<file path="src/rtl/vx_fifo_drain_arbiter.sv">
// rtl/vx_fifo_drain_arbiter.sv - round-robin burst drain of several source queues into one registered output
module vx_fifo_drain_arbiter #(
  parameter int NUM_REQS  = 4,
  parameter int DATAW     = 32,
  parameter int MAX_BURST = 4
) (
  input  logic                          clk,
  input  logic                          reset,
  input  logic [NUM_REQS-1:0]           q_empty,
  input  logic [NUM_REQS*DATAW-1:0]     q_data,
  output logic [NUM_REQS-1:0]           q_pop,
  output logic                          out_valid,
  output logic [DATAW-1:0]              out_data,
  output logic [$clog2(NUM_REQS)-1:0]   out_index,
  input  logic                          out_ready,
  output logic                          busy
);

  localparam int IDXW = $clog2(NUM_REQS);
  localparam int CNTW = $clog2(MAX_BURST + 1);

  typedef enum logic {
    IDLE  = 1'b0,
    BURST = 1'b1
  } state_t;

  state_t            state, state_n;
  logic [IDXW-1:0]   rr_ptr, rr_n;
  logic [IDXW-1:0]   grant_idx, grant_n, grant_inc;
  logic [CNTW-1:0]   burst_cnt, cnt_n;
  logic              out_valid_n;
  logic [DATAW-1:0]  data_n;
  logic [IDXW-1:0]   index_n;

  logic              any_req, can_issue, pop, last_pop, found;
  logic [IDXW-1:0]   rr_sel, cand;
  logic [IDXW:0]     sum;

  assign any_req   = ~&q_empty;
  assign can_issue = ~out_valid | out_ready;
  assign busy      = (state == BURST);

  // Pops are gated by reset so nothing leaves a source queue while the burst is abandoned.
  assign pop       = (state == BURST) && can_issue && !q_empty[grant_idx] && !reset;
  assign last_pop  = pop && (burst_cnt == CNTW'(MAX_BURST - 1));
  assign grant_inc = (grant_idx == IDXW'(NUM_REQS - 1)) ? '0 : grant_idx + 1'b1;

  // First non-empty queue at or after rr_ptr, wrapping modulo NUM_REQS.
  always_comb begin
    rr_sel = rr_ptr;
    found  = 1'b0;
    sum    = '0;
    cand   = '0;
    for (int k = 0; k < NUM_REQS; k++) begin
      sum = {1'b0, rr_ptr} + (IDXW+1)'(k);
      if (sum >= (IDXW+1)'(NUM_REQS)) begin
        sum = sum - (IDXW+1)'(NUM_REQS);
      end
      cand = sum[IDXW-1:0];
      if (!found && !q_empty[cand]) begin
        found  = 1'b1;
        rr_sel = cand;
      end
    end
  end

  always_comb begin
    state_n     = state;
    grant_n     = grant_idx;
    cnt_n       = burst_cnt;
    rr_n        = rr_ptr;
    out_valid_n = out_valid & ~out_ready;
    data_n      = out_data;
    index_n     = out_index;
    q_pop       = '0;

    case (state)
      IDLE: begin
        if (any_req) begin
          grant_n = rr_sel;
          cnt_n   = '0;
          state_n = BURST;
        end
      end
      BURST: begin
        if (pop) begin
          q_pop[grant_idx] = 1'b1;
          out_valid_n      = 1'b1;
          data_n           = q_data[grant_idx*DATAW +: DATAW];
          index_n          = grant_idx;
          cnt_n            = burst_cnt + 1'b1;
        end
        if (last_pop || q_empty[grant_idx]) begin
          state_n = IDLE;
          rr_n    = grant_inc;
        end
      end
      default: begin
        state_n = IDLE;
      end
    endcase
  end

  always_ff @(posedge clk) begin
    if (reset) begin
      state     <= IDLE;
      rr_ptr    <= '0;
      grant_idx <= '0;
      burst_cnt <= '0;
      out_valid <= 1'b0;
    end else begin
      state     <= state_n;
      rr_ptr    <= rr_n;
      grant_idx <= grant_n;
      burst_cnt <= cnt_n;
      out_valid <= out_valid_n;
    end
  end

  // Output payload carries no reset; it only moves on a pop.
  always_ff @(posedge clk) begin
    out_data  <= data_n;
    out_index <= index_n;
  end

endmodule

</file>
<file path="config.mk">
export PLATFORM = sky130hd
export DESIGN_NAME = vx_fifo_drain_arbiter
export DESIGN_NICKNAME = d
export VERILOG_FILES = /design/src/rtl/vx_fifo_drain_arbiter.sv
export SDC_FILE = /design/constraint.sdc
export NUM_CORES = 1
export LEC_CHECK = 0
export CORE_MARGIN = 4
export CORE_UTILIZATION = 35
export CTS_CLUSTER_DIAMETER = 120
export DETAILED_ROUTE_END_ITERATION = 6
export PLACE_DENSITY = 0.86
export SYNTH_ARGS = -nofsm -noshare
export SYNTH_HDL_FRONTEND = slang
export SYNTH_SLANG_ARGS = --single-unit
</file>
<file path="constraint.sdc">
create_clock -name clk -period 4 [get_ports clk]
set_clock_uncertainty 0.1 [all_clocks]
set_input_delay 0.8 -clock clk [delete_from_list [all_inputs] [get_ports clk]]
set_output_delay 0.8 -clock clk [all_outputs]
set_load 0.1 [all_outputs]
</file>
==> results of run 1 <==
[layer usage]
layer	share of wire	vias up	track usage	wire length (µm)
met3	0.081	11	0.0621	609
met5	0	-	0	0
met4	0.014	0	0.0440	104
met2	0.56	96	0.347	4230
li1	-	942	-	-
met1	0.34	1015	0.191	2590
[area by class of cell]
class                      count  area share
timing repair buffer         177       0.412
clock buffer                   5      0.0157
sequential                    43       0.275
tap                           80      0.0228
multi-input combinational     88       0.262
clock inverter                 3     0.00885
inverter                       5     0.00428
[stage by stage]
step | hold slack (ns) | setup WS (ns) | utilization
global placement | 0.339 | 0.732 | 0.633
detailed placement | 0.358 | 0.685 | 0.633
finish | 0.368 | 0.684 | 0.649
floorplan | 0.332 | -0.187 | -
global route | 0.402 | 0.598 | 0.649
CTS | 0.374 | 0.683 | 0.649
[power by group]
part           internal [W]  switching (W)
Combinational      0.000246       0.000261
Clock              0.000183       0.000152
Sequential         0.000524      0.0000164
Total              0.000952       0.000429
[worst reg2reg max path, stage by stage, from the launching register on]
cell and delay, ns:
dfxtp_2 0.37, mux2_4 0.34, a2bb2oi_2 0.19, nor3_4 0.19, buf_4 0.47
[logic make-up (layout without fill, tap and decap cells)]
kind of cell | after synthesis | after routing
buf+inv | 14 | 190
mux | 38 | 38
fa+ha+maj | 6 | 6
flops | 43 | 43
simple gates | 29 | 29
compound gates | 15 | 15
[cells in the final DEF, fill, tap and decap left out, types with 2 or more instances in the layout]
| cell | Yosys | final |
|---|---|---|
| clkdlybuf4s50_1 | 0 | 170 |
| edfxtp_1 | 34 | 34 |
| mux4_2 | 32 | 32 |
| nand2_1 | 12 | 12 |
| dfxtp_1 | 9 | 7 |
| ha_1 | 6 | 6 |
| inv_1 | 5 | 5 |
| clkbuf_8 | 0 | 5 |
| nor2b_1 | 4 | 4 |
| mux2i_1 | 4 | 4 |
| buf_12 | 0 | 4 |
| and2_2 | 0 | 3 |
| o21ai_0 | 3 | 3 |
| nor2_1 | 3 | 3 |
| buf_4 | 2 | 3 |
| nand2b_1 | 2 | 2 |
| a21oi_1 | 2 | 2 |
| nor3_1 | 2 | 2 |
| dfxtp_2 | 0 | 2 |
[cells in the mapped netlist (2+ instances only)]
master    number
inv_1          5
dfxtp_1        9
nand2b_1       2
edfxtp_1      34
nor2b_1        4
and2_1         4
ha_1           6
buf_4          2
mux2i_1        4
a21oi_1        2
clkbuf_1       4
buf_2          2
nor3_1         2
o21ai_0        3
nand2_1       12
mux4_2        32
nor2_1         3
[path summary, 6_finish.rpt]
| check | from | cells past startpoint | to | slack, ns |
|---|---|---|---|---|
| setup / recovery | q_empty[3] | 6 | q_pop[0] | 0.68 |
| hold / removal | burst_cnt[1] | 2 | burst_cnt[1] | 0.37 |
| setup reg to reg | grant_idx[1] | 4 | out_data[18] | 1.96 |
| hold reg to reg | burst_cnt[1] | 2 | burst_cnt[1] | 0.37 |
[registers in the layout, indices dropped and copies added, names as in the netlist]
register   flops
busy           1
rr_ptr         2
grant_idx      2
out_index      2
burst_cnt      3
out_data      32
out_valid      1
==> impl_metrics.json, run 1 <==
{
  "viasPerCell": 5.15,
  "die_y_um": 91.1,
  "cp_max_fo": 7,
  "synth-compound-area-share": 0.0544,
  "hpwl_um": 6060,
  "cts_tree": "done",
  "synth_fa_ha_area_frac": 0.0311,
  "ant_nets": 0,
  "synthMuxAreaShare": 0.326,
  "synth_area_leaders": "edfxtp_1 (42%), mux4_2 (30%), dfxtp_1 (7.5%)",
  "cts-resized-gates": 0,
  "min_period_ns": 3.32,
  "max_freq_mhz": 302,
  "fill_cells": 526,
  "die_area_um2": 8300,
  "crit_path_top_delay_cell": "clkdlybuf4s50_1",
  "postSynthCellCount": 145,
  "synth_ff_type": "edfxtp_1",
  "critPathTopFamily": "buffers and inverters",
  "htreeDepth": 2,
  "criticalPathCategory": "in2out",
  "synth_seq_cells": 43,
  "antenna_found_initial": 0,
  "peakVddDrop_mv": 0.161,
  "clock_sinks": 43,
  "regArea_um2": 1200,
  "die_x_um": 91.1,
  "min_period_over_period": 0.829,
  "area_growth_pct": 81.4,
  "grt_max_degree": 38,
  "clk_pin_slew_worst_paths_ns": 0.08,
  "overflow": 0,
  "layout.nets": 461,
  "synth.top_cell.area_share": 0.423,
  "wl_um": 7540,
  "synth_edf_count": 34,
  "numCtsBuffers": 5,
  "avgSynthCellArea_um2": 16.7,
  "power_leakage_nw": 1.50,
  "track_usage": 0.182,
  "maxSlewHeadroom": 0.327,
  "synth_warnings": 0,
  "tightest_slew_ns": 1.01,
  "slew_viol_final": 0,
  "cts.path.max_buffers": 2,
  "final_cell_area_um2": 4380,
  "n_antenna_cell": 0,
  "power_density_nw_per_um2": 315,
  "synthArstFlopShare": 0,
  "start_util": 0.358,
  "cts_root_buf": "clkbuf_8",
  "synth_top_family_by_area": "multiplexers",
  "worst-path-buf-inv": 2,
  "cap_violations": 0,
  "fp-row-count": 30,
  "tns_ns": 0,
  "final_cells": 401,
  "finalHoldViolations": 0,
  "grt_pass1_wl_um": 11800,
  "yosys.cell_types.count": 32,
  "place_area_um2": 4280,
  "drt_iter0_drc": 40,
  "slowest_delay_ns": 0.51,
  "status": "complete, no violations",
  "path_cells": "clkdlybuf4s50_1 -> mux2_4 -> a2bb2oi_2 -> nor3_4 -> and2_1 -> buf_12",
  "num_vias": 2064,
  "insertion_delay_ns": 0.29,
  "cts_setup_buffers": 0,
  "synth_seq_area_share": 0.497,
  "routedWlPerCell_um": 18.8,
  "dp.cells": 393,
  "rsz0062_at_grt": "false",
  "critical_path_required_ns": 3.10,
  "io_pins": 175,
  "yosysTopAreaCell": "edfxtp_1",
  "syn-num-nets": 286,
  "grt_pass1_vias": 2356,
  "synth_area_um2": 2420,
  "min_path_type": "reg2reg",
  "place.gp.congestion": 0.971,
  "firstDrtPassIters": 4,
  "setup_viol": 0,
  "portBuffers": 174,
  "drive_above_1_share": 0.171,
  "drcViolationCount": 0,
  "multi_input_area_um2": 1150,
  "synth-simple-area-share": 0.0627,
  "core_um2": 6760,
  "start_kind": "primary input",
  "ctsHoldBuffers": 0,
  "crit_arrival_ns": 2.42,
  "end_kind": "output port",
  "power_w": 0.00138,
  "synthXorXnorAreaFrac": 0
}
(Power assumes the default switching activity.)
==> inputs of run 2 (changes only) <==
==> constraint.sdc (replaced) <==
create_clock -name clk -period 3.2 [get_ports clk]
set_clock_uncertainty 0.1 [all_clocks]
set_input_delay 0.64 -clock clk [delete_from_list [all_inputs] [get_ports clk]]
set_output_delay 0.64 -clock clk [all_outputs]
set_load 0.1 [all_outputs]
==> impl_metrics.json, run 2 (same netlist as run 1, synthesis figures left out) <==
{
  "critical_path_required_ns": 2.46,
  "dp.cells": 397,
  "clk_pin_slew_worst_paths_ns": 0.08,
  "n_antenna_cell": 0,
  "track_usage": 0.175,
  "top_register": "out_data",
  "grt_pass1_wl_um": 11400,
  "htreeDepth": 2,
  "cts-resized-gates": 0,
  "ant_nets": 0,
  "io_pins": 175,
  "wl_met1_um": 2550,
  "insertion_delay_ns": 0.29,
  "cts_root_buf": "clkbuf_8",
  "area_growth_pct": 79.2,
  "max_freq_mhz": 331,
  "mostFrequentLayoutCell": "clkdlybuf4s50_1",
  "drcViolationCount": 0,
  "final_cells": 405,
  "wl_um": 7340,
  "wl_met2_um": 3920,
  "cp_max_fo": 5,
  "die_x_um": 91.1,
  "slew_viol_final": 0,
  "cap_violations": 0,
  "multi_input_area_um2": 1150,
  "ctsHoldBuffers": 0,
  "overflow": 0,
  "start_kind": "primary input",
  "whs_path_depth": 2,
  "fill_cells": 547,
  "cts_setup_buffers": 0,
  "regArea_um2": 1200,
  "setup_viol": 0,
  "clock_sinks": 43,
  "holdWs_ns": 0.359,
  "routed.top_layer": "met4",
  "grt_max_degree": 38,
  "portBuffers": 174,
  "rsz0062_at_grt": "false",
  "viasPerCell": 5.13,
  "final_cell_mix": "clkdlybuf4s50_1 (134), buf_4 (43), edfxtp_1 (34)",
  "r2r_cells": 5,
  "utilization": 0.641,
  "core_um2": 6760,
  "crit_arrival_ns": 2.28,
  "drive_above_1_share": 0.298,
  "min_period_over_period": 0.944,
  "route.met3.wl_um": 715,
  "end_kind": "output port",
  "place.gp.congestion": 0.829,
  "min_path_type": "reg2reg",
  "drt_iter0_drc": 43,
  "status": "complete, no violations",
  "num_vias": 2076,
  "cts_tree": "done",
  "finalHoldViolations": 0,
  "rr_startpoint": "grant_idx[1]",
  "cts.path.max_buffers": 2,
  "die_y_um": 91.1,
  "holdPathEnd": "burst_cnt[2]",
  "grt_pass1_vias": 2293,
  "reg2reg_slack_ns": 0.93,
  "reg_top3": "out_data x32, burst_cnt x3",
  "criticalPathCategory": "in2out",
  "peakVddDrop_mv": 0.166,
  "start_util": 0.358,
  "r2r_end": "out_data[15]",
  "hpwl_um": 6140,
  "holdCritStartpoint": "burst_cnt[2]",
  "antenna_found_initial": 0,
  "layout.nets": 465,
  "fp-row-count": 30,
  "die_area_um2": 8300,
  "tightest_slew_ns": 0.486,
  "min_period_ns": 3.02,
  "routedWlPerCell_um": 18.1,
  "numCtsBuffers": 5,
  "power_leakage_nw": 1.55,
  "maxSlewHeadroom": 0.676,
  "power_w": 0.00171,
  "firstDrtPassIters": 4,
  "largest_register_ffs": 32,
  "power_density_nw_per_um2": 395
}
run 2: changes by cell type in the layout (fill, tap and decap cells not counted), sizes merged:
cell           delta
clkdlybuf4s50    -36
buf              +40
run 2: layer usage:
| metal | up-vias | track usage |
|---|---|---|
| met2 | 121 | 0.325 |
| li1 | 956 | - |
| met1 | 986 | 0.189 |
| met4 | 0 | 0.0465 |
| met3 | 13 | 0.0588 |
| met5 | - | 0 |
run 2: layout make-up:
cell class | count | area share
inverter | 5 | 0.00433
sequential | 43 | 0.278
clock buffer | 5 | 0.0159
timing repair buffer | 181 | 0.403
multi-input combinational | 88 | 0.267
tap | 80 | 0.0231
clock inverter | 3 | 0.00896
run 2: through the flow:
stage / cell area, µm² / setup slack (ns) / TNS (ns)
after global routing: 4330 / 0.0988 / 0
after CTS: 4330 / 0.181 / 0
final: 4330 / 0.179 / 0
after global placement: 4220 / 0.241 / 0
after floorplan: 2430 / -0.198 / -0.793
after detailed placement: 4220 / 0.181 / 0
run 2: how the worst max path moves through the flow:
stage	depth (start not counted)	slack, ns	startpoint	endpoint
5_1_grt	6	0.1	q_empty[1]	q_pop[3]
3_5_place_dp	6	0.18	q_empty[1]	q_pop[1]
4_1_cts	6	0.18	q_empty[1]	q_pop[1]
2_1_floorplan	4	-0.20	q_empty[1]	q_pop[0]
6_report	6	0.18	q_empty[1]	q_pop[1]
3_3_place_gp	6	0.24	q_empty[1]	q_pop[2]
run 2: power breakdown:
| group | internal [W] | total, W | switching [W] |
|---|---|---|---|
| combinational | 0.000305 | 0.000626 | 0.000322 |
| sequential | 0.000655 | 0.000680 | 0.0000250 |
| clock | 0.000228 | 0.000405 | 0.000177 |
| total | 0.00119 | 0.00171 | 0.000523 |
run 2: worst max-delay path, cell delays in order:
cell and delay, ns:
clkdlybuf4s50_1 0.50, mux2_4 0.33, a2bb2oi_2 0.20, nor3_4 0.25
and2_4 0.19, buf_12 0.16
